[config.mk]
export PLATFORM = sky130hd
export DESIGN_NAME = fade_sched
export DESIGN_NICKNAME = d
export VERILOG_FILES = /design/src/rtl/fade_sched_pkg.sv /design/src/rtl/fade_tick.sv /design/src/rtl/fade_sched.sv
export SDC_FILE = /design/constraint.sdc
export NUM_CORES = 1
export LEC_CHECK = 0
export BUFFER_PORTS_ARGS = -buffer_cell sky130_fd_sc_hd__buf_2
export CAP_MARGIN = 10
export CORE_ASPECT_RATIO = 1.1
export CORE_MARGIN = 2
export CORE_UTILIZATION = 50
export CTS_BUF_LIST = sky130_fd_sc_hd__clkbuf_16
export DETAILED_ROUTE_END_ITERATION = 12
export HOLD_SLACK_MARGIN = 0.08
export PLACE_DENSITY = 0.76
export RECOVER_POWER = 25
export SETUP_SLACK_MARGIN = 0.15
export SLEW_MARGIN = 25
export SYNTH_ARGS = -nofsm -noshare
export SYNTH_HDL_FRONTEND = slang
export SYNTH_SLANG_ARGS = --single-unit
[constraint.sdc]
create_clock -name clk -period 2.09 [get_ports clk]
set_input_delay 0.3135 -clock clk [delete_from_list [all_inputs] [get_ports clk]]
set_output_delay 0.3135 -clock clk [all_outputs]
set_load 0.01 [all_outputs]
[src/rtl/fade_sched_pkg.sv]
// Shared types and default constants for the LED fade scheduler.
// The state encoding lives here so the scheduler and any future status logic agree on it.
package fade_sched_pkg;

    localparam int DUTY_W  = 4;
    localparam int TIMER_W = 10;

    localparam int NCH_DEF         = 4;
    localparam int DUTY_MAX_DEF    = 10;
    localparam int STEP_CYCLES_DEF = 70;
    localparam int HOLD_CYCLES_DEF = 320;

    typedef enum logic [2:0] {
        ST_IDLE = 3'd0,
        ST_UP   = 3'd1,
        ST_HOLD = 3'd2,
        ST_DOWN = 3'd3,
        ST_NEXT = 3'd4
    } state_e;

    function automatic logic [TIMER_W-1:0] to_timer(input int cycles);
        return TIMER_W'(cycles);
    endfunction

endpackage

[src/rtl/fade_tick.sv]
// Reloadable down-counter: tick is high for one cycle every `load` cycles.
// The last loaded interval is remembered so the counter re-arms itself on each tick.
module fade_tick
    import fade_sched_pkg::*;
(
    input  logic               clk,
    input  logic               rst,
    input  logic               load_en,
    input  logic [TIMER_W-1:0] load,
    output logic               tick
);

    logic [TIMER_W-1:0] cnt_q, cnt_d;
    logic [TIMER_W-1:0] reload_q, reload_d;

    always_comb begin
        cnt_d    = cnt_q;
        reload_d = reload_q;
        if (load_en) begin
            cnt_d    = load;
            reload_d = load;
        end else if (cnt_q == TIMER_W'(1)) begin
            cnt_d = reload_q;
        end else if (cnt_q != '0) begin
            cnt_d = cnt_q - TIMER_W'(1);
        end
    end

    always_ff @(posedge clk or posedge rst) begin
        if (rst) begin
            cnt_q    <= '0;
            reload_q <= '0;
        end else begin
            cnt_q    <= cnt_d;
            reload_q <= reload_d;
        end
    end

    // A cleared counter (after reset) stays silent until the first load.
    assign tick = (cnt_q == TIMER_W'(1));

endmodule

[src/rtl/fade_sched.sv]
// LED fade sequencer: ramps channel duty up, holds, ramps down, either one channel
// at a time (chase) or all together, with an inline PWM comparator per channel.
//   state | meaning
//   IDLE  | waiting for a start edge, all duty 0
//   UP    | target duty +1 per step tick until DUTY_MAX
//   HOLD  | target held at DUTY_MAX for one hold interval
//   DOWN  | target duty -1 per step tick until 0
//   NEXT  | one cycle: advance channel, loop, or finish
module fade_sched
    import fade_sched_pkg::*;
#(
    parameter int NCH         = NCH_DEF,
    parameter int DUTY_MAX    = DUTY_MAX_DEF,
    parameter int STEP_CYCLES = STEP_CYCLES_DEF,
    parameter int HOLD_CYCLES = HOLD_CYCLES_DEF
) (
    input  logic             clk,
    input  logic             rst,
    input  logic             start,
    input  logic             stop,
    input  logic             sync_all,
    input  logic             loop,
    output logic             busy,
    output logic             done,
    output logic [1:0]       ch_idx,
    output logic [4*NCH-1:0] duty,
    output logic [NCH-1:0]   pwm
);

    localparam logic [DUTY_W-1:0]  DMAX    = DUTY_W'(DUTY_MAX);
    localparam logic [DUTY_W-1:0]  DMAX_M1 = DUTY_W'(DUTY_MAX - 1);
    localparam logic [1:0]         CH_LAST = 2'(NCH - 1);
    localparam logic [TIMER_W-1:0] STEP_L  = to_timer(STEP_CYCLES);
    localparam logic [TIMER_W-1:0] HOLD_L  = to_timer(HOLD_CYCLES);

    state_e                       state_q, state_d;
    logic                         start_r_q;
    logic                         busy_q, busy_d;
    logic                         done_q, done_d;
    logic                         sync_q, sync_d;
    logic [1:0]                   ch_q, ch_d;
    logic [DUTY_W-1:0]            level_q, level_d;
    logic [NCH-1:0][DUTY_W-1:0]   duty_q, duty_d;
    logic [DUTY_W-1:0]            phase_q, phase_d;
    logic [NCH-1:0]               pwm_q, pwm_d;

    logic                         start_edge;
    logic                         tick;
    logic                         load_en;
    logic [TIMER_W-1:0]           load_val;

    assign start_edge = start & ~start_r_q;

    fade_tick u_tick (
        .clk     (clk),
        .rst     (rst),
        .load_en (load_en),
        .load    (load_val),
        .tick    (tick)
    );

    always_comb begin
        state_d  = state_q;
        busy_d   = busy_q;
        done_d   = 1'b0;
        sync_d   = sync_q;
        ch_d     = ch_q;
        level_d  = level_q;
        load_en  = 1'b0;
        load_val = STEP_L;

        if (stop && (state_q != ST_IDLE)) begin
            state_d = ST_IDLE;
            busy_d  = 1'b0;
            ch_d    = 2'd0;
            level_d = '0;
        end else begin
            unique case (state_q)
                ST_IDLE: begin
                    // stop wins over a start edge arriving in the same cycle
                    if (start_edge && !stop) begin
                        state_d = ST_UP;
                        busy_d  = 1'b1;
                        ch_d    = 2'd0;
                        sync_d  = sync_all;
                        level_d = '0;
                        load_en = 1'b1;
                    end
                end
                ST_UP: begin
                    if (tick) begin
                        if (level_q >= DMAX_M1) begin
                            level_d  = DMAX;
                            state_d  = ST_HOLD;
                            load_en  = 1'b1;
                            load_val = HOLD_L;
                        end else begin
                            level_d = level_q + DUTY_W'(1);
                        end
                    end
                end
                ST_HOLD: begin
                    if (tick) begin
                        state_d = ST_DOWN;
                        load_en = 1'b1;
                    end
                end
                ST_DOWN: begin
                    if (tick) begin
                        if (level_q <= DUTY_W'(1)) begin
                            level_d = '0;
                            state_d = ST_NEXT;
                        end else begin
                            level_d = level_q - DUTY_W'(1);
                        end
                    end
                end
                ST_NEXT: begin
                    if (!sync_q && (ch_q < CH_LAST)) begin
                        ch_d    = ch_q + 2'd1;
                        state_d = ST_UP;
                        load_en = 1'b1;
                    end else if (loop) begin
                        ch_d    = 2'd0;
                        state_d = ST_UP;
                        load_en = 1'b1;
                    end else begin
                        ch_d    = 2'd0;
                        state_d = ST_IDLE;
                        busy_d  = 1'b0;
                        done_d  = 1'b1;
                    end
                end
                default: begin
                    state_d = ST_IDLE;
                    busy_d  = 1'b0;
                    ch_d    = 2'd0;
                    level_d = '0;
                end
            endcase
        end

        // One shared level drives whichever channels are currently targeted.
        duty_d = '0;
        for (int i = 0; i < NCH; i++) begin
            duty_d[i] = (sync_d || (ch_d == 2'(i))) ? level_d : '0;
        end

        phase_d = (phase_q >= DMAX_M1) ? '0 : phase_q + DUTY_W'(1);

        pwm_d = '0;
        for (int i = 0; i < NCH; i++) begin
            pwm_d[i] = (duty_q[i] > phase_q);
        end
    end

    always_ff @(posedge clk or posedge rst) begin
        if (rst) begin
            state_q   <= ST_IDLE;
            start_r_q <= 1'b0;
            busy_q    <= 1'b0;
            done_q    <= 1'b0;
            sync_q    <= 1'b0;
            ch_q      <= 2'd0;
            level_q   <= '0;
            duty_q    <= '0;
            phase_q   <= '0;
            pwm_q     <= '0;
        end else begin
            state_q   <= state_d;
            start_r_q <= start;
            busy_q    <= busy_d;
            done_q    <= done_d;
            sync_q    <= sync_d;
            ch_q      <= ch_d;
            level_q   <= level_d;
            duty_q    <= duty_d;
            phase_q   <= phase_d;
            pwm_q     <= pwm_d;
        end
    end

    assign busy   = busy_q;
    assign done   = done_q;
    assign ch_idx = ch_q;
    assign duty   = duty_q;
    assign pwm    = pwm_q;

endmodule

==> flow_results.xml, run 1 <==
<?xml version="1.0" encoding="UTF-8"?>
<metrics>
  <group name="outcome">
    <metric name="outcome" unit="">finished with violations</metric>
    <metric name="violated_checks" unit="">negative setup slack</metric>
  </group>
  <group name="detailed_routing">
    <metric name="routed_via_density" unit="">5.82</metric>
    <metric name="m1_wire_length" unit="um">3460</metric>
    <metric name="antenna_violating_nets_post_route" unit="">0</metric>
    <metric name="routed-via-count" unit="">2718</metric>
    <metric name="route.detailed.wl_per_inst" unit="um">17.0</metric>
    <metric name="wl_met3" unit="um">345</metric>
    <metric name="finalWirelength" unit="um">7950</metric>
    <metric name="number_of_search_and_repair_iterations_in_the_first_detailed_routing_pass" unit="">4</metric>
    <metric name="drc_errors" unit="">0</metric>
    <metric name="highest_layer" unit="">met4</metric>
    <metric name="wl_met2" unit="um">3960</metric>
    <metric name="detail_route.iter0.violations" unit="">131</metric>
  </group>
  <group name="placement">
    <metric name="post-dp-hpwl" unit="um">5140</metric>
    <metric name="place.port_buffers" unit="">29</metric>
    <metric name="place.gp.congestion" unit="">0.910</metric>
  </group>
  <group name="min_path">
    <metric name="worstHoldPathType" unit="">primary input to flip-flop</metric>
  </group>
  <group name="timing">
    <metric name="final.period_utilization" unit="">1.02</metric>
    <metric name="slew_viol_final" unit="">0</metric>
    <metric name="report.final.hold_viol_count" unit="">0</metric>
    <metric name="report.final.setup_viol" unit="">9</metric>
    <metric name="worst_setup_slack_final" unit="ns">-0.0318</metric>
    <metric name="worst_slew_margin_rel" unit="">0.346</metric>
    <metric name="max_freq" unit="MHz">471</metric>
    <metric name="actual_slew_at_the_worst_max_slew_pin" unit="ns">0.979</metric>
    <metric name="final.setup_skew" unit="ns">0.00863</metric>
    <metric name="finalCriticalPeriod" unit="ns">2.12</metric>
    <metric name="hold_slack" unit="ns">0.162</metric>
    <metric name="grt_setup_unrepaired" unit="">true</metric>
  </group>
  <group name="grt">
    <metric name="first_global_vias" unit="">2686</metric>
    <metric name="grt_max_degree" unit="">28</metric>
    <metric name="grt_first_pass_wirelength" unit="um">12700</metric>
    <metric name="grt.total_usage" unit="">0.237</metric>
    <metric name="initial_antenna_violation_count" unit="">0</metric>
    <metric name="grt.overflow.total" unit="">0</metric>
  </group>
  <group name="cells_and_area">
    <metric name="multi_input_gate_area_in_the_final_layout" unit="um^2">1930</metric>
    <metric name="antenna_cells" unit="">0</metric>
    <metric name="final_core_util" unit="">0.701</metric>
    <metric name="final_net_count" unit="">421</metric>
    <metric name="num-fill-cells" unit="">421</metric>
    <metric name="flow.area_growth_from_synthesis" unit="%">35.0</metric>
    <metric name="layout.area.seq" unit="um^2">1250</metric>
    <metric name="final_common_cell" unit="">dfrtp_1</metric>
    <metric name="mostFrequentLayoutCells" unit="">50 x dfrtp_1, 40 x buf_4, 29 x nor2_1, 25 x buf_2, 22 x ha_1</metric>
    <metric name="drive_above_1_share" unit="">0.362</metric>
  </group>
  <group name="clocking">
    <metric name="clkSinkCount" unit="">50</metric>
    <metric name="h-tree-depth" unit="">2</metric>
    <metric name="tritoncts_clock_tree" unit="">done</metric>
    <metric name="clk_transition_reported_paths" unit="ns">0.08</metric>
    <metric name="insertion_delay" unit="ns">0.29</metric>
    <metric name="cts_buffers" unit="">5</metric>
    <metric name="cts-root-buf" unit="">clkbuf_16</metric>
    <metric name="cts-root-to-sink-buffers" unit="">2</metric>
  </group>
  <group name="synth">
    <metric name="synthesis.nets" unit="">347</metric>
    <metric name="synth-edff-count" unit="">0</metric>
    <metric name="post_synth.cell_area_avg" unit="um^2">9.57</metric>
    <metric name="ys.warnings.count" unit="">0</metric>
    <metric name="ys.flop_type" unit="">dfrtp_1</metric>
    <metric name="ys_seq_area_frac" unit="">0.415</metric>
    <metric name="cell_area_after_synthesis" unit="um^2">3010</metric>
    <metric name="synthesized_instance_count" unit="">315</metric>
    <metric name="ys_seq_elements" unit="">50</metric>
    <metric name="postSynth.asyncResetShare" unit="">1.00</metric>
    <metric name="synthDistinctLibCells" unit="">61</metric>
  </group>
  <group name="critical_path">
    <metric name="ws_path_type" unit="">flip-flop to flip-flop</metric>
    <metric name="cell_repeated_most_along_the_worst_path" unit="">buf_4</metric>
    <metric name="critical_path.n_buffers_inverters" unit="">3</metric>
    <metric name="wp_data_arrival" unit="ns">2.34</metric>
    <metric name="critPathSlowestCell" unit="">dfrtp_1</metric>
    <metric name="required_time_of_the_critical_path" unit="ns">2.31</metric>
    <metric name="cp_cell_sequence" unit="">inv_1 &gt; ha_1 &gt; or2_2 &gt; and3_1 &gt; buf_4 &gt; o31ai_2 &gt; a221oi_2 &gt; buf_4 &gt; nor2b_1</metric>
    <metric name="largest_delay_share_family_worst_path" unit="">simple AND/OR/NAND/NOR gates</metric>
    <metric name="critical_path.endpoint_type" unit="">flip-flop</metric>
    <metric name="timing.critical_path.slowest_cell_delay" unit="ns">0.37</metric>
    <metric name="crit_path_start_kind" unit="">flip-flop</metric>
    <metric name="worst-path-max-fanout" unit="">5</metric>
  </group>
  <group name="floorplan">
    <metric name="floorplan.die.height" unit="um">85.4</metric>
    <metric name="dieWidth" unit="um">78.0</metric>
    <metric name="floorplan.io_pins" unit="">30</metric>
    <metric name="core_area" unit="um^2">5810</metric>
    <metric name="die-area" unit="um^2">6670</metric>
    <metric name="floorplan.initialDensity" unit="">0.519</metric>
    <metric name="rows" unit="">29</metric>
  </group>
  <group name="pwr">
    <metric name="peak_ir_drop_on_the_vdd_network" unit="V">0.000621</metric>
    <metric name="leakagePower" unit="uW">0.00186</metric>
    <metric name="power.density" unit="nW/um^2">800</metric>
  </group>
  <group name="flow_run">
    <metric name="cap_violations" unit="">0</metric>
  </group>
</metrics>
metal layers:
layer | vias up | GRT usage
met5 | - | 0
li1 | 1294 | -
met1 | 1324 | 0.309
met2 | 81 | 0.415
met3 | 19 | 0.0298
met4 | 0 | 0.0702
final timing paths:
kind                               startpoint                  to  slack [ns]  cells after the start
max                                level_q[1]             duty[1]       -0.03                      9
min                                     start           start_r_q        0.16                      1
max reg2reg                        level_q[1]             duty[1]       -0.03                      9
min reg2reg                u_tick.reload_q[6]  u_tick.reload_q[6]        0.47                      1
max in group asynchronous                 rst            duty[14]        0.63                      4
min in group asynchronous                 rst          state_q[2]        0.80                      3
power by group:
part / switching, uW / internal (uW) / leakage, uW / total (uW)
logic: 634 / 592 / 0.00113 / 1230
clock network: 388 / 459 / 0.0000763 / 847
registers: 115 / 1070 / 0.000656 / 1180
registers in the layout, indices dropped and copies added, names as in the netlist:
signal	cells
sync_q	1
ch_idx	2
level_q	4
phase_q	4
done	1
start_r_q	1
u_tick.cnt_q	10
duty	16
u_tick.reload_q	3
pwm	4
busy	1
state_q	3
cells by family after synthesis:
group,count (synthesis),synth area share
flip-flops,50,0.415
AND/OR/NAND/NOR,120,0.225
XOR/XNOR,8,0.0232
buffers and inverters,31,0.0440
AO/OA/AOI/OAI,78,0.179
multiplexers,1,0.00332
adder cells (fa/ha/maj),27,0.111
cell usage after synthesis (all sizes together) (2+ instances only):
cell,number,area (um^2)
clkbuf,10,38.8
o21ba,2,20.0
nor4,6,43.8
nor3,10,61.3
a41oi,5,43.8
a31o,2,17.5
or4,2,18.8
ha,26,325
a21oi,17,85.1
o41ai,3,26.3
nand2b,9,56.3
nor3b,3,22.5
o21ai,19,98.9
o31ai,7,52.6
xnor2,6,52.6
inv,19,71.3
buf,2,22.5
or2,3,18.8
nor2b,12,75.1
o21a,3,22.5
nor2,34,128
and3,4,25.0
or3b,7,61.3
a211oi,2,20.0
nand3,7,35.0
a31oi,3,18.8
a221oi,2,23.8
nand2,12,45.0
nand3b,2,15.0
xor2,2,17.5
and2,3,18.8
dfrtp,50,1250
area by class of cell:
cell class	count	share of cell area
clock inverters	3	0.00707
flip-flops and latches	50	0.308
repair buffers	79	0.140
inverters	19	0.0175
well taps	77	0.0237
multi-input cells	234	0.474
clock buffers	5	0.0308
timing repair:
| action | CTS | global route |
|---|---|---|
| gates cloned | 0 | 0 |
| endpoints found under the setup margin | 30 | 35 |
| gates resized for setup | 34 | 33 |
| setup buffers | 7 | 3 |
| hold buffers | 1 | 0 |
| endpoints found under the hold margin | 20 | 0 |
| pin swaps | 22 | 7 |
through the flow:
stage	power (uW)	std cells	instance area [um^2]	worst slack (ns)	setup TNS (ns)
after floorplan	1690	315	3030	-0.0806	-0.737
after global placement	1990	448	3520	-0.0576	-0.348
after detailed placement	2000	448	3520	-0.0814	-0.757
after CTS	3020	464	3880	-0.00544	-0.0130
after global routing	3410	467	4070	-0.112	-1.70
final	3260	467	4070	-0.0318	-0.0742
(Power assumes the default switching activity.)
==> inputs of run 2 (changes only) <==
--- a/config.mk
+++ b/config.mk
@@ -5,6 +5,7 @@
 export SDC_FILE = /design/constraint.sdc
 export NUM_CORES = 1
 export LEC_CHECK = 0
+export ABC_AREA = 1
 export BUFFER_PORTS_ARGS = -buffer_cell sky130_fd_sc_hd__buf_2
 export CAP_MARGIN = 10
 export CORE_ASPECT_RATIO = 1.1
@@ -15,6 +16,7 @@
 export HOLD_SLACK_MARGIN = 0.08
 export PLACE_DENSITY = 0.76
 export RECOVER_POWER = 25
+export REMOVE_ABC_BUFFERS = 1
 export SETUP_SLACK_MARGIN = 0.15
 export SLEW_MARGIN = 25
 export SYNTH_ARGS = -nofsm -noshare
==> flow_results.xml, run 2 <==
<?xml version="1.0" encoding="UTF-8"?>
<metrics>
  <group name="outcome">
    <metric name="outcome" unit="">complete, no violations</metric>
  </group>
  <group name="synth">
    <metric name="ys_top_cells_by_area" unit="">dfrtp_1 42%, ha_1 11%, nand2_1 8.3%</metric>
    <metric name="compound_cell_area_share_of_the_yosys_netlist" unit="">0.0835</metric>
    <metric name="yosys.area_share.adder" unit="">0.109</metric>
    <metric name="synthMuxAreaShare" unit="">0</metric>
    <metric name="yosys-top-cells-count" unit="">66 x nand2_1, 64 x nor2_1, 58 x inv_1</metric>
    <metric name="ys.flop_type" unit="">dfrtp_1</metric>
    <metric name="netlist.area_leader.share" unit="">0.418</metric>
    <metric name="main_combinational_cell_family_by_area_after_synthesis" unit="">simple AND/OR/NAND/NOR gates</metric>
    <metric name="ys.warnings.count" unit="">0</metric>
    <metric name="synth-edff-count" unit="">0</metric>
    <metric name="synth_largest_area_cell" unit="">dfrtp_1</metric>
    <metric name="post_synth_and_or_nand_nor_area_fraction" unit="">0.292</metric>
    <metric name="ys_seq_area_frac" unit="">0.418</metric>
    <metric name="postSynth.asyncResetShare" unit="">1.00</metric>
    <metric name="ys_seq_elements" unit="">50</metric>
    <metric name="synth_xor_area_frac" unit="">0.0117</metric>
    <metric name="synthDistinctLibCells" unit="">37</metric>
    <metric name="post_synth.cell_area_avg" unit="um^2">7.95</metric>
    <metric name="cell_area_after_synthesis" unit="um^2">3000</metric>
    <metric name="synth.most_common_cell" unit="">nand2_1</metric>
    <metric name="synthesized_instance_count" unit="">377</metric>
  </group>
  <group name="clocking">
    <metric name="clk_transition_reported_paths" unit="ns">0.07</metric>
    <metric name="insertion_delay" unit="ns">0.29</metric>
    <metric name="h-tree-depth" unit="">2</metric>
    <metric name="tritoncts_clock_tree" unit="">done</metric>
    <metric name="clkSinkCount" unit="">50</metric>
    <metric name="holdBufCountCts" unit="">0</metric>
    <metric name="cts-root-buf" unit="">clkbuf_16</metric>
    <metric name="cts-root-to-sink-buffers" unit="">2</metric>
    <metric name="cts_buffers" unit="">5</metric>
  </group>
  <group name="floorplan">
    <metric name="core_area" unit="um^2">5770</metric>
    <metric name="rows" unit="">29</metric>
    <metric name="floorplan.initialDensity" unit="">0.519</metric>
    <metric name="die-area" unit="um^2">6630</metric>
    <metric name="floorplan.io_pins" unit="">30</metric>
    <metric name="dieWidth" unit="um">77.8</metric>
    <metric name="floorplan.die.height" unit="um">85.2</metric>
  </group>
  <group name="timing">
    <metric name="max_freq" unit="MHz">557</metric>
    <metric name="final.period_utilization" unit="">0.859</metric>
    <metric name="actual_slew_at_the_worst_max_slew_pin" unit="ns">0.954</metric>
    <metric name="slew_viol_final" unit="">0</metric>
    <metric name="grt_setup_unrepaired" unit="">false</metric>
    <metric name="worst_slew_margin_rel" unit="">0.364</metric>
    <metric name="worst_setup_slack_final" unit="ns">0.294</metric>
    <metric name="setup-tns-final" unit="ns">0</metric>
    <metric name="final.setup_skew" unit="ns">0.00456</metric>
    <metric name="report.final.setup_viol" unit="">0</metric>
    <metric name="report.final.hold_viol_count" unit="">0</metric>
    <metric name="finalCriticalPeriod" unit="ns">1.80</metric>
  </group>
  <group name="pwr">
    <metric name="leakagePower" unit="uW">0.00201</metric>
    <metric name="power.density" unit="nW/um^2">954</metric>
    <metric name="peak_ir_drop_on_the_vdd_network" unit="V">0.000739</metric>
    <metric name="power" unit="uW">3260</metric>
  </group>
  <group name="critical_path">
    <metric name="required_time_of_the_critical_path" unit="ns">2.27</metric>
    <metric name="wp_data_arrival" unit="ns">1.98</metric>
    <metric name="ws_path_type" unit="">flip-flop to flip-flop</metric>
    <metric name="worst-path-max-fanout" unit="">7</metric>
    <metric name="timing.critical_path.from" unit="">level_q[0]</metric>
    <metric name="crit_path_start_kind" unit="">flip-flop</metric>
    <metric name="critical_path.endpoint_type" unit="">flip-flop</metric>
    <metric name="worst_r2r_startpoint" unit="">level_q[0]</metric>
  </group>
  <group name="placement">
    <metric name="place.gp.congestion" unit="">0.860</metric>
    <metric name="post-dp-hpwl" unit="um">4770</metric>
    <metric name="total_placed_instance_area" unit="um^2">3240</metric>
    <metric name="dp_worst_setup_slack" unit="ns">0.184</metric>
    <metric name="placed_instances" unit="">483</metric>
    <metric name="place.port_buffers" unit="">29</metric>
  </group>
  <group name="cells_and_area">
    <metric name="antenna_cells" unit="">0</metric>
    <metric name="final_common_cell" unit="">nand2_1</metric>
    <metric name="largest_register_ffs" unit="">16</metric>
    <metric name="flow.area_growth_from_synthesis" unit="%">14.0</metric>
    <metric name="layout.cells.non_filler" unit="">493</metric>
    <metric name="mostFrequentLayoutCells" unit="">66 x nand2_1, 61 x nor2_1, 56 x inv_1, 49 x dfrtp_1, 29 x buf_2</metric>
    <metric name="final_net_count" unit="">447</metric>
    <metric name="design_area" unit="um^2">3420</metric>
    <metric name="drive_above_1_share" unit="">0.185</metric>
  </group>
  <group name="detailed_routing">
    <metric name="number_of_search_and_repair_iterations_in_the_first_detailed_routing_pass" unit="">4</metric>
    <metric name="routed_via_density" unit="">5.09</metric>
    <metric name="antenna_violating_nets_post_route" unit="">0</metric>
    <metric name="drc_errors" unit="">0</metric>
    <metric name="detail_route.iter0.violations" unit="">128</metric>
    <metric name="routed-via-count" unit="">2509</metric>
    <metric name="route.detailed.wl_per_inst" unit="um">13.0</metric>
    <metric name="finalWirelength" unit="um">6400</metric>
  </group>
  <group name="grt">
    <metric name="grt_first_pass_wirelength" unit="um">10800</metric>
    <metric name="initial_antenna_violation_count" unit="">0</metric>
    <metric name="grt.total_usage" unit="">0.203</metric>
    <metric name="first_global_vias" unit="">2423</metric>
    <metric name="grt_max_degree" unit="">27</metric>
    <metric name="grt.overflow.total" unit="">0</metric>
  </group>
  <group name="flow_run">
    <metric name="cap_violations" unit="">0</metric>
  </group>
  <group name="min_path">
    <metric name="worstHoldPathType" unit="">primary input to flip-flop</metric>
    <metric name="worstHoldStart" unit="">start</metric>
  </group>
</metrics>
## run 2: cell types whose count changed after synthesis, moves of 6 or more
| cell | before | now |
|---|---|---|
| a21oi_1 | 17 | 6 |
| clkbuf_1 | 9 | 0 |
| inv_1 | 19 | 58 |
| nand2_1 | 12 | 66 |
| nand2b_1 | 9 | 0 |
| nand3_1 | 7 | 27 |
| nor2_1 | 34 | 64 |
| nor2_2 | 0 | 6 |
| nor2b_1 | 12 | 0 |
| o31ai_1 | 7 | 0 |
| or3b_2 | 7 | 0 |
## run 2: path summary, 6_finish.rpt
kind | to | slack, ns | depth (start not counted)
min in group asynchronous | phase_q[0] | 0.23 | 2
worst max-delay path | u_tick.cnt_q[2] | 0.29 | 11
worst min register to register | u_tick.reload_q[8] | 0.48 | 2
max in group asynchronous | level_q[0] | 0.66 | 3
worst max register to register | u_tick.cnt_q[2] | 0.29 | 11
worst min-delay path | start_r_q | 0.15 | 1
## run 2: layout make-up
type / count / area, um^2
fill: 513 / 2350
sequential: 50 / 1250
clock inverter: 3 / 21.3
timing repair buffer: 34 / 180
tap: 77 / 96.3
inverter: 62 / 233
multi-input combinational: 262 / 1510
clock buffer: 5 / 125
## run 2: per-stage QoR
stage	utilization	hold WS [ns]
6_report	0.592	0.149
4_1_cts	0.588	0.0962
2_1_floorplan	-	0.345
3_5_place_dp	0.562	0.404
5_1_grt	0.592	0.142
3_3_place_gp	0.562	0.401
## run 2: cell families after synthesis
group,Yosys count
AOI/OAI and AO/OA,39
DFF,50
and+or+nand+nor,193
buffers and inverters,65
xor gates and xnor gates,4
adders and majority gates,26
## run 2: metal layers
metal,up-vias,track usage,share of wire
li1,1277,-,-
met1,1172,0.262,0.45
met2,54,0.356,0.50
met3,6,0.0309,0.034
met4,0,0.0568,0.011
met5,-,0,0
## run 2: timing repair
item	4_1_cts	5_1_grt
setup buffers	0	2
gates resized for setup	0	11
hold endpoints to repair	0	0
endpoints found under the setup margin	0	25
## run 2: worst max-delay path, cell delays in order (launching register included)
cell     delay (ns)
dfrtp_2        0.44
inv_1          0.12
ha_2           0.23
inv_1          0.06
nor2_2         0.10
nand2_1        0.06
nand2_1        0.12
nor2_1         0.08
nand3_2        0.14
nand3_4        0.14
nor2_4         0.13
nor2_1         0.05
## run 2: power by group
| group | switching (uW) | leakage, uW | internal (uW) |
|---|---|---|---|
| combinational | 788 | 0.00129 | 412 |
| sequential | 149 | 0.000651 | 1110 |
| clock | 353 | 0.0000698 | 443 |
| total | 1290 | 0.00201 | 1970 |
==> inputs of run 3 (changes only) <==
--- a/config.mk
+++ b/config.mk
@@ -5,16 +5,15 @@
 export SDC_FILE = /design/constraint.sdc
 export NUM_CORES = 1
 export LEC_CHECK = 0
-export ABC_AREA = 1
 export BUFFER_PORTS_ARGS = -buffer_cell sky130_fd_sc_hd__buf_2
 export CAP_MARGIN = 10
 export CORE_ASPECT_RATIO = 1.1
 export CORE_MARGIN = 2
-export CORE_UTILIZATION = 50
+export CORE_UTILIZATION = 44
 export CTS_BUF_LIST = sky130_fd_sc_hd__clkbuf_16
 export DETAILED_ROUTE_END_ITERATION = 12
 export HOLD_SLACK_MARGIN = 0.08
-export PLACE_DENSITY = 0.76
+export PLACE_DENSITY = 0.69
 export RECOVER_POWER = 25
 export REMOVE_ABC_BUFFERS = 1
 export SETUP_SLACK_MARGIN = 0.15
==> flow_results.xml, run 3 (same netlist as run 1, synthesis figures left out) <==
<?xml version="1.0" encoding="UTF-8"?>
<metrics>
  <group name="critical_path">
    <metric name="ff2ff_setup_slack" unit="ns">-0.09</metric>
    <metric name="worst-path-max-fanout" unit="">5</metric>
    <metric name="required_time_of_the_critical_path" unit="ns">2.25</metric>
    <metric name="critical_path.reg2reg.endpoint" unit="">level_q[1]</metric>
    <metric name="wp_data_arrival" unit="ns">2.35</metric>
    <metric name="ws_path_type" unit="">flip-flop to flip-flop</metric>
    <metric name="crit_path_start_kind" unit="">flip-flop</metric>
    <metric name="timing.critical_path.from" unit="">u_tick.cnt_q[1]</metric>
    <metric name="worst_r2r_startpoint" unit="">u_tick.cnt_q[1]</metric>
    <metric name="critical_path.endpoint_type" unit="">flip-flop</metric>
    <metric name="ff2ff_path_depth" unit="">9</metric>
  </group>
  <group name="outcome">
    <metric name="outcome" unit="">finished with violations</metric>
    <metric name="violated_checks" unit="">negative setup slack</metric>
  </group>
  <group name="detailed_routing">
    <metric name="routed-via-count" unit="">2673</metric>
    <metric name="routed_via_density" unit="">5.64</metric>
    <metric name="drc_errors" unit="">0</metric>
    <metric name="finalWirelength" unit="um">7300</metric>
    <metric name="antenna_violating_nets_post_route" unit="">0</metric>
    <metric name="number_of_search_and_repair_iterations_in_the_first_detailed_routing_pass" unit="">4</metric>
    <metric name="route.detailed.wl_per_inst" unit="um">15.4</metric>
    <metric name="detail_route.iter0.violations" unit="">125</metric>
  </group>
  <group name="pwr">
    <metric name="power.density" unit="nW/um^2">791</metric>
    <metric name="leakagePower" unit="uW">0.00184</metric>
    <metric name="peak_ir_drop_on_the_vdd_network" unit="V">0.000704</metric>
  </group>
  <group name="floorplan">
    <metric name="core_area" unit="um^2">6590</metric>
    <metric name="dieWidth" unit="um">82.9</metric>
    <metric name="floorplan.initialDensity" unit="">0.457</metric>
    <metric name="rows" unit="">31</metric>
    <metric name="floorplan.die.height" unit="um">90.8</metric>
    <metric name="die-area" unit="um^2">7530</metric>
    <metric name="floorplan.io_pins" unit="">30</metric>
  </group>
  <group name="cells_and_area">
    <metric name="antenna_cells" unit="">0</metric>
    <metric name="flow.area_growth_from_synthesis" unit="%">31.8</metric>
    <metric name="largest_register_ffs" unit="">16</metric>
    <metric name="mostFrequentLayoutCells" unit="">49 x dfrtp_1, 46 x buf_4, 30 x nor2_1, 25 x buf_2, 21 x ha_1</metric>
    <metric name="multi_input_gate_area_in_the_final_layout" unit="um^2">1820</metric>
    <metric name="num-fill-cells" unit="">535</metric>
    <metric name="layout.area.seq" unit="um^2">1250</metric>
    <metric name="drive_above_1_share" unit="">0.342</metric>
    <metric name="final_net_count" unit="">423</metric>
    <metric name="final_common_cell" unit="">dfrtp_1</metric>
  </group>
  <group name="timing">
    <metric name="hold_slack" unit="ns">0.167</metric>
    <metric name="actual_slew_at_the_worst_max_slew_pin" unit="ns">0.857</metric>
    <metric name="max_freq" unit="MHz">458</metric>
    <metric name="report.final.hold_viol_count" unit="">0</metric>
    <metric name="final.setup_skew" unit="ns">0.00372</metric>
    <metric name="worst_setup_slack_final" unit="ns">-0.0945</metric>
    <metric name="worst_slew_margin_rel" unit="">0.428</metric>
    <metric name="final.period_utilization" unit="">1.05</metric>
    <metric name="finalCriticalPeriod" unit="ns">2.18</metric>
    <metric name="slew_viol_final" unit="">0</metric>
    <metric name="setup-tns-final" unit="ns">-0.400</metric>
    <metric name="grt_setup_unrepaired" unit="">true</metric>
    <metric name="report.final.setup_viol" unit="">8</metric>
  </group>
  <group name="clocking">
    <metric name="cts_buffers" unit="">5</metric>
    <metric name="cts-root-to-sink-buffers" unit="">2</metric>
    <metric name="tritoncts_clock_tree" unit="">done</metric>
    <metric name="cts-root-buf" unit="">clkbuf_16</metric>
    <metric name="clk_transition_reported_paths" unit="ns">0.07</metric>
    <metric name="clkSinkCount" unit="">50</metric>
    <metric name="insertion_delay" unit="ns">0.29</metric>
    <metric name="h-tree-depth" unit="">2</metric>
  </group>
  <group name="min_path">
    <metric name="worstHoldPathType" unit="">primary input to flip-flop</metric>
    <metric name="min_to" unit="">start_r_q</metric>
    <metric name="whs_path_depth" unit="">1</metric>
    <metric name="worstHoldStart" unit="">start</metric>
  </group>
  <group name="grt">
    <metric name="first_global_vias" unit="">2547</metric>
    <metric name="gr-usage-met3" unit="">0.0311</metric>
    <metric name="grt.overflow.total" unit="">0</metric>
    <metric name="initial_antenna_violation_count" unit="">0</metric>
    <metric name="grt_first_pass_wirelength" unit="um">12500</metric>
    <metric name="grt.met1_usage" unit="">0.267</metric>
    <metric name="grt_max_degree" unit="">31</metric>
    <metric name="grt.total_usage" unit="">0.201</metric>
    <metric name="met2_usage" unit="">0.337</metric>
    <metric name="gr-max-usage-layer" unit="">met2</metric>
  </group>
  <group name="placement">
    <metric name="place.port_buffers" unit="">29</metric>
    <metric name="place.gp.congestion" unit="">0.873</metric>
    <metric name="post-dp-hpwl" unit="um">5190</metric>
  </group>
  <group name="flow_run">
    <metric name="cap_violations" unit="">0</metric>
  </group>
</metrics>
[run 3: final cells by class]
type                    instances  area share
clock inverters                 3      0.0113
multi-input cells             234       0.457
repair buffers                 81       0.141
clock buffers                   5      0.0315
well taps                      82      0.0258
flip-flops and latches         50       0.315
inverters                      19      0.0179
[run 3: layer usage]
metal	wire length [um]	part of all wire
met5	0	0
met4	103	0.014
met3	318	0.044
met2	3630	0.50
met1	3240	0.44
[run 3: critical path: stages, from the launching register on]
cell	delay, ns
dfrtp_1	0.38
inv_2	0.08
ha_4	0.12
or4b_4	0.51
buf_6	0.15
o31ai_4	0.18
o31ai_2	0.11
a221oi_2	0.26
buf_4	0.21
nor2_1	0.05
[run 3: repair_timing]
item / in CTS / in global routing
hold buffers: 1 / 0
setup buffers: 7 / 3
setup endpoints to repair: 31 / 36
resized for setup: 30 / 19
pin swaps: 7 / 7
endpoints found under the hold margin: 20 / 0
[run 3: how the worst max path moves through the flow]
stage                       to  slack (ns)  depth (start not counted)
floorplan              duty[3]       -0.11                          7
global placement    level_q[1]       -0.12                          9
detailed placement  level_q[1]       -0.21                          9
CTS                 level_q[1]       -0.04                          9
global route        level_q[1]       -0.16                          9
finish              level_q[1]       -0.09                          9
[run 3: through the flow]
| stage | utilization | setup WS [ns] | power, uW | area (um^2) | std cells |
|---|---|---|---|---|---|
| 2_1_floorplan | - | -0.108 | 1640 | 2950 | 303 |
| 3_3_place_gp | 0.534 | -0.122 | 2000 | 3520 | 455 |
| 3_5_place_dp | 0.534 | -0.209 | 2020 | 3520 | 455 |
| 4_1_cts | 0.586 | -0.0429 | 3050 | 3860 | 471 |
| 5_1_grt | 0.603 | -0.165 | 3340 | 3970 | 474 |
| 6_report | 0.603 | -0.0945 | 3140 | 3970 | 474 |
[run 3: power breakdown]
group          internal [uW]  switching [uW]
registers               1070            73.0
logic                    539             547
clock network            564             350
total                   2170             970
